`src/rtl/rr_grant_pkg.sv`:
```
// Shared types and widths for the four-way round-robin grant sequencer.
package rr_grant_pkg;
   typedef enum logic [1:0] {IDLE, GRANT, GAP} state_e;

   localparam int NUM_REQ = 4;
   localparam int SEL_W   = 2;
   localparam int HOLD_W  = 8;
   localparam int GAP_W   = 3;
endpackage

```
`src/rtl/rr_pick4.sv`:
```
// Rotating-priority search over four requests, starting at ptr and wrapping.
module rr_pick4
   import rr_grant_pkg::*;
(
   input  logic [NUM_REQ-1:0] req,
   input  logic [SEL_W-1:0]   ptr,
   output logic               found,
   output logic [SEL_W-1:0]   idx
);
   logic [SEL_W-1:0] cand;

   // Walk offsets from farthest to nearest so the nearest set bit wins.
   always_comb begin
      found = 1'b0;
      idx   = ptr;
      cand  = '0;
      for (int k = NUM_REQ - 1; k >= 0; k--) begin
         cand = ptr + SEL_W'(k);
         if (req[cand]) begin
            found = 1'b1;
            idx   = cand;
         end
      end
   end
endmodule

```
`src/rtl/rr_grant_seq.sv`:
```
// Round-robin grant FSM feeding a 2-to-4 active-low decoder (sel -> A/B, en -> EN).
module rr_grant_seq
   import rr_grant_pkg::*;
#(
   parameter int GAP_CYCLES = 1,
   parameter int MAX_HOLD   = 16
) (
   input  logic               clk,
   input  logic               rst_n,
   input  logic [NUM_REQ-1:0] req,
   input  logic               done,
   output logic [SEL_W-1:0]   sel,
   output logic               en,
   output logic               timeout
);
   localparam bit               TO_EN     = (MAX_HOLD != 0);
   localparam bit               GAP_EN    = (GAP_CYCLES > 0);
   localparam logic [HOLD_W-1:0] HOLD_LAST = TO_EN  ? HOLD_W'(MAX_HOLD - 1)  : '0;
   localparam logic [GAP_W-1:0]  GAP_LD    = GAP_EN ? GAP_W'(GAP_CYCLES - 1) : '0;

   state_e            state_q, state_d;
   logic [SEL_W-1:0]  sel_q, sel_d, ptr_q, ptr_d, ptr_rel;
   logic              en_q, en_d, to_q, to_d;
   logic [HOLD_W-1:0] hold_q, hold_d;
   logic [GAP_W-1:0]  gap_q, gap_d;
   logic              idle_found, b2b_found, rel_norm, rel_to;
   logic [SEL_W-1:0]  idle_idx, b2b_idx;

   assign ptr_rel = sel_q + SEL_W'(1);

   rr_pick4 u_pick_idle (.req(req), .ptr(ptr_q),   .found(idle_found), .idx(idle_idx));
   rr_pick4 u_pick_b2b  (.req(req), .ptr(ptr_rel), .found(b2b_found),  .idx(b2b_idx));

   assign rel_norm = done | ~req[sel_q];
   assign rel_to   = TO_EN && (hold_q == HOLD_LAST);

   always_comb begin
      state_d = state_q;
      sel_d   = sel_q;
      en_d    = en_q;
      to_d    = 1'b0;
      ptr_d   = ptr_q;
      hold_d  = hold_q;
      gap_d   = gap_q;
      case (state_q)
         IDLE: begin
            en_d = 1'b0;
            if (idle_found) begin
               sel_d   = idle_idx;
               en_d    = 1'b1;
               hold_d  = '0;
               state_d = GRANT;
            end
         end
         GRANT: begin
            if (rel_norm || rel_to) begin
               // A normal release in the timeout cycle suppresses the pulse.
               to_d  = ~rel_norm;
               ptr_d = ptr_rel;
               if (GAP_EN) begin
                  en_d    = 1'b0;
                  gap_d   = GAP_LD;
                  state_d = GAP;
               end else if (b2b_found) begin
                  sel_d  = b2b_idx;
                  en_d   = 1'b1;
                  hold_d = '0;
               end else begin
                  en_d    = 1'b0;
                  state_d = IDLE;
               end
            end else begin
               hold_d = hold_q + HOLD_W'(1);
            end
         end
         GAP: begin
            en_d = 1'b0;
            if (gap_q == '0) state_d = IDLE;
            else             gap_d   = gap_q - GAP_W'(1);
         end
         default: begin
            en_d    = 1'b0;
            state_d = IDLE;
         end
      endcase
   end

   always_ff @(posedge clk) begin
      if (!rst_n) begin
         state_q <= IDLE;
         sel_q   <= '0;
         en_q    <= 1'b0;
         to_q    <= 1'b0;
         ptr_q   <= '0;
         hold_q  <= '0;
         gap_q   <= '0;
      end else begin
         state_q <= state_d;
         sel_q   <= sel_d;
         en_q    <= en_d;
         to_q    <= to_d;
         ptr_q   <= ptr_d;
         hold_q  <= hold_d;
         gap_q   <= gap_d;
      end
   end

   assign sel     = sel_q;
   assign en      = en_q;
   assign timeout = to_q;
endmodule

```
`config.mk`:
```
export PLATFORM = sky130hd
export DESIGN_NAME = rr_grant_seq
export DESIGN_NICKNAME = d
export VERILOG_FILES = /design/src/rtl/rr_grant_pkg.sv /design/src/rtl/rr_pick4.sv /design/src/rtl/rr_grant_seq.sv
export SDC_FILE = /design/constraint.sdc
export NUM_CORES = 1
export LEC_CHECK = 0
export BUFFER_PORTS_ARGS = -buffer_cell sky130_fd_sc_hd__buf_4
export CAP_MARGIN = 20
export CORE_AREA = 2 2 59 67
export CTS_CLUSTER_DIAMETER = 200
export DETAILED_ROUTE_END_ITERATION = 8
export DIE_AREA = 0 0 61 69
export PLACE_DENSITY_LB_ADDON = 0.25
export SLEW_MARGIN = 5
export SYNTH_ARGS = -nofsm -noshare
export SYNTH_HDL_FRONTEND = slang
export SYNTH_SLANG_ARGS = --single-unit
```
`constraint.sdc`:
```
create_clock -name clk -period 1.95 [get_ports clk]
set_input_delay 0.39 -clock clk [delete_from_list [all_inputs] [get_ports clk]]
set_output_delay 0.39 -clock clk [all_outputs]
set_load 0.02 [all_outputs]
```
### After elaboration in Yosys (flattened, before gate mapping)

Cells that the tools add are included.

| storage, ports and cells | value |
|---|---|
| register bits | 19 |
| input bits | 7 |
| output and inout bits | 4 |
| logic and storage cells | 71 |

| cells by class | value |
|---|---|
| add/sub/neg operators | 6 |
| $lt $le $gt $ge | 5 |
| equality and inequality tests | 8 |
| muxes and demuxes | 31 |
| bitwise gates (word level) | 3 |
| reductions and logical operators | 11 |

Operator list:

| kind | number |
|---|---|
| 8-bit two-way mux | 2 |
| 8-bit case mux with 2 select lines | 1 |
| 2-bit by 3-bit < comparator with 1-bit output (second input constant) | 5 |
| 2-bit two-way mux | 7 |
| 3-bit AND reduction | 4 |
| 1-bit two-way mux | 11 |
| 1-bit binary-select mux with 2-bit select | 5 |
| 2-bit inequality test (second input constant) | 5 |
| 8-bit by 1-bit adder with 8-bit output (second input constant) | 1 |
| 8-bit by 4-bit equality test with 1-bit output (second input constant) | 1 |
| 3-bit two-way mux | 2 |
| 2-bit case mux with 3 select lines | 1 |
| 3-bit case mux with 2 select lines | 1 |
| 2-bit by 1-bit adder with 2-bit output (second input constant) | 2 |
| 2-bit adder (second input constant) | 2 |
| 2-bit AND reduction | 2 |
| 2-bit nonzero test | 2 |
| 3-bit logical NOT | 1 |
| 3-bit by 1-bit subtractor with 3-bit output (second input constant) | 1 |
| 2-bit by 1-bit equality test with 1-bit output (second input constant) | 1 |
| 2-bit equality test (second input constant) | 1 |
| 2-bit logical NOT | 1 |
| 1-bit inverter | 2 |
| 1-bit case mux with 2 select lines | 1 |
| other kinds (2) | 2 |

### Logic depth before layout (Yosys ltp)

| depth | value |
|---|---|
| depth in word-level cells | 9 |
| mapped depth | 6 |

### Hierarchy

From an unflattened synthesis, not the netlist that was laid out.

| unflattened totals | value |
|---|---|
| cells, all modules | 128 |
| area, all modules | 1066.0 um2 |

Modules (own cells, without submodules):

| module | instances | cells each | area each (um2) | sequential area each (um2) |
|---|---|---|---|---|
| rr_grant_seq | 1 | 112 | 965.9 | 380.4 |
| rr_pick4 | 1 | 16 | 100.1 | 0.0 |

### Least setup slack after synthesis

Ideal clock, no wire load.

| timing path | value |
|---|---|
| path kind | register to register |
| from | reg sel_q[1], in the netlist sel[1] |
| to | reg state_q[1] |
| arrival | 1.638 ns |
| data required time | 1.892 ns |
| path slack | 0.254 ns |
| stages on the path, launching flop included | 6 |
| path buffers | 1 |
| period minus slack after synthesis | 1.696 ns |
| cells stage by stage | dfxtp_1 -> mux2_2 -> a22oi_2 -> buf_2 -> o21a_1 -> o21a_1 |

| between the ends | value |
|---|---|
| longest elaborated chain between the ends | 7 |

RTL lines:

| item | line | RTL |
|---|---|---|
| from (decl) | rr_grant_seq.sv:22 | `logic [SEL_W-1:0] sel_q, sel_d, ptr_q, ptr_d, ptr_rel;` |
| from (signal assigned) | rr_grant_seq.sv:99 | `sel_q <= sel_d;` |
| 1-bit binary-select mux with 2-bit select | rr_grant_seq.sv:34 | `assign rel_norm = done \| ~req[sel_q];` |
| 1-bit two-way mux (not written as such) | rr_grant_seq.sv:34 |  |
| 1-bit inverter | rr_grant_seq.sv:34 |  |
| 1-bit OR | rr_grant_seq.sv:34 |  |
| 1-bit logical OR | rr_grant_seq.sv:56 | `if (rel_norm \|\| rel_to) begin` |
| 2-bit inequality test (no line) | n/a |  |
| 3-bit AND reduction (no line) | n/a |  |
| to (signal assigned) | rr_grant_seq.sv:98 | `state_q <= state_d;` |
| to (decl) | rr_grant_seq.sv:21 | `state_e state_q, state_d;` |

Every way passes these cells. The select of a mux whose other input is x is not followed.
A chain may end at the register's enable or synchronous reset.

### Worst setup path in the final report

Same ends and word-level chain as after synthesis.

==> results.cfg <==
[run_status]
outcome = finished, final reports clean

[synth]
synthesis.instances = 123
muxShareOfSynthArea_pct = 7.030
synth_common_cells = dfxtp_1 (19), nand2_1 (14), a21oi_1 (11), nor2b_1 (7), or4_1 (7)
ys_warn_count = 0
synth_area_leader_cell = dfxtp_1
synth-xor-area-share_pct = 1.697
netlist_area_mm2 = 0.001032
synthTopCellsByArea = dfxtp_1 (37%), a21oi_1 (5.3%), nand2_1 (5.1%), or4_1 (5.1%), mux2i_1 (4.8%)
syn_avg_cell_area_um2 = 8.392
synth_top_cell_area_share_pct = 36.85
synthSimpleGateAreaFrac_pct = 27.88
synth_fa_ha_area_share_pct = 3.636
ys_ff_latch = 19
synth_edf_count = 0
synthFlopType = dfxtp_1
async_flop_share_pct = 0
synth_most_common_cell = dfxtp_1
synth-seq-area-share_pct = 36.85
synth.distinct_cells = 36
synth_fp_nets = 133
synth_top_family_by_area = simple AND/OR/NAND/NOR gates
synth_compound_area_share_pct = 19.03

[clocking]
post_cts_resized = 0
path_clk_slew_ns = 0.07
root_buffer = clkbuf_8
holdBufCountCts = 0
cts.sinks = 19
ctsHtreeMaxLevel = 1
cts_tree = built
numCtsBuffers = 3
cts_buffer_depth = 2
postCtsSetupRepairBufs = 0
clkLatencyLatePin_ns = 0.25

[flow_run]
cap_violations = 0

[sta]
setup_tns_ns = 0
skew_ns = 0.001140
finalHoldViolations = 0
grt_setup_unrepaired = false
tightest_slew_ns = 0.4772
slew_headroom_pct = 67.85
finalMaxSlewViolations = 0
holdWs_ns = 0.4080
fmax_mhz = 579.2
final-setup-viol-count = 0
fin_crit_sh_pct = 88.54
finalCriticalPeriod_ns = 1.726

[critical_path]
crit_path_start_kind = register
critPathMaxFanout = 12
path_delay_family = compound AO/OA/AOI/OAI gates
crit_slowest_cell = dfxtp_1
path_buf_inv = 1
crit_arrival_ns = 1.93
r2r-start = sel[1]
reg2reg_slack_ns = 0.22
crit_path_frequent_cell = o21a_1
worstPathRequired_ns = 2.15
r2r-end = state_q[1]
crit_start = sel[1]
timing_worst_setup_path_type = reg2reg
critPathCaptureType = register
r2r_cells = 5
crit_path_end = state_q[1]
slowest_delay_ns = 0.43
cp_cell_sequence = mux2_2 -> a22oi_2 -> buf_4 -> o21a_1 -> o21a_1
crit_cells = 5

[cells_and_area]
final_nets = 148
fillerInstances = 374
final_util_pct = 34.57
multi_input_comb_area_um2 = 611.8
drive_gt1_share_pct = 14.60
antennaDiodeCount = 0
register_area_um2 = 380.4
instances_no_fill = 187
area_growth_pct = 18.55

[place]
dp_cells = 183
hpwl_um = 1653
gp_congestion = 0.8298
port_buffers = 10

[route]
dr.first_iter.drc_count = 17
vias_per_cell = 4.936
first_pass_iters = 4
vias = 923
wl_um = 2181
wl_per_cell_um = 11.66
ant_nets = 0
drc = 0

[grt]
grt-ovfl-total = 0
antenna_found_initial = 0
grt_usage_pct = 11.39
grt_pass1_vias = 869
grt_max_degree = 13
grt_pass1_wl_um = 3705

[power]
p_per_area_mw_per_mm2 = 688.7
power.leakage_nw = 0.4571
vdd_drop_max_mv = 0.3202
p_total_uw = 842.8

[floorplan]
placeableCoreArea_mm2 = 0.003540
die_area_mm2 = 0.004209
die_w_um = 61
rows = 23
fp.dieH_um = 69
io_pins = 11
start_util_pct = 29.16

[min_path]
worstHoldPathType = in2reg
-- state kept, by name, summed over array words and instances, names as in the netlist --
register	flops
en	1
hold_q	8
ptr_q	2
timeout	1
sel	2
state_q	2
gap_q	3
-- metrics by stage --
stage               instance area (um^2)  setup WS (ns)
floorplan                           1032         0.2538
global placement                    1179         0.2148
detailed placement                  1179         0.2043
CTS                                 1224         0.2084
global route                        1224        0.06681
finish                              1224         0.2235
-- power by group --
| group | switching [mW] | leakage, nW | internal (mW) |
|---|---|---|---|
| Combinational | 0.0833 | 0.280 | 0.0654 |
| Clock | 0.126 | 0.0228 | 0.145 |
| Sequential | 0.0182 | 0.154 | 0.405 |
| Total | 0.227 | 0.457 | 0.615 |
-- layout by cell type (no fill, tap or decap), types with 2 or more instances in the layout --
| master | Yosys | layout |
|---|---|---|
| nor2_1 | 6 | 6 |
| nor2b_1 | 7 | 7 |
| ha_1 | 3 | 3 |
| mux2_2 | 2 | 2 |
| nor4b_1 | 2 | 2 |
| buf_4 | 0 | 13 |
| mux2i_1 | 5 | 5 |
| o31ai_1 | 4 | 4 |
| nand2b_1 | 4 | 4 |
| o21ai_0 | 6 | 6 |
| a21oi_1 | 11 | 11 |
| o21a_1 | 2 | 2 |
| clkbuf_8 | 0 | 3 |
| or4_1 | 7 | 7 |
| nor3_1 | 4 | 4 |
| dfxtp_1 | 19 | 19 |
| inv_1 | 6 | 6 |
| nand2_1 | 14 | 14 |
-- cell families (layout without fill, tap and decap cells) --
| logic type | count (synthesis) | count (layout) |
|---|---|---|
| AO/OA/AOI/OAI | 31 | 31 |
| AND/OR/NAND/NOR | 51 | 51 |
| buffers and inverters | 10 | 24 |
| flip-flops | 19 | 19 |
| XOR/XNOR | 2 | 2 |
| adder cells (fa/ha/maj) | 3 | 3 |
| multiplexers | 7 | 7 |
-- worst reg2reg max path, delay by kind of cell, from the launching register on --
kind,cells,cell delay (ns)
compound gates,3,0.64
buf+inv,1,0.24
flops,1,0.43
mux,1,0.37
-- area by class of cell --
type	count	area share (%)
multi-input combinational	94	50.00
inverter	7	2.147
timing repair buffer	13	7.975
sequential	19	31.08
clock buffer	4	3.681
tap	50	5.112
-- metal layers --
metal  wire, um  up-vias  part of all wire, %  track usage [%]
li1           -      473                    -                -
met1        987      433                   45            14.17
met2       1076       13                   49            18.40
met3         82        4                  3.8            2.814
met4         35        0                  1.6            4.348
met5          0        -                    0                0
-- worst min-delay path by stage --
stage / to / start / depth (start not counted)
after floorplan: hold_q[7] / hold_q[7] / 2
after global placement: hold_q[7] / hold_q[7] / 2
after detailed placement: en / en / 2
after CTS: state_q[1] / rst_n / 2
after global routing: state_q[1] / rst_n / 2
final: state_q[1] / rst_n / 2
No activity file was read; power rests on OpenSTA's default activity.
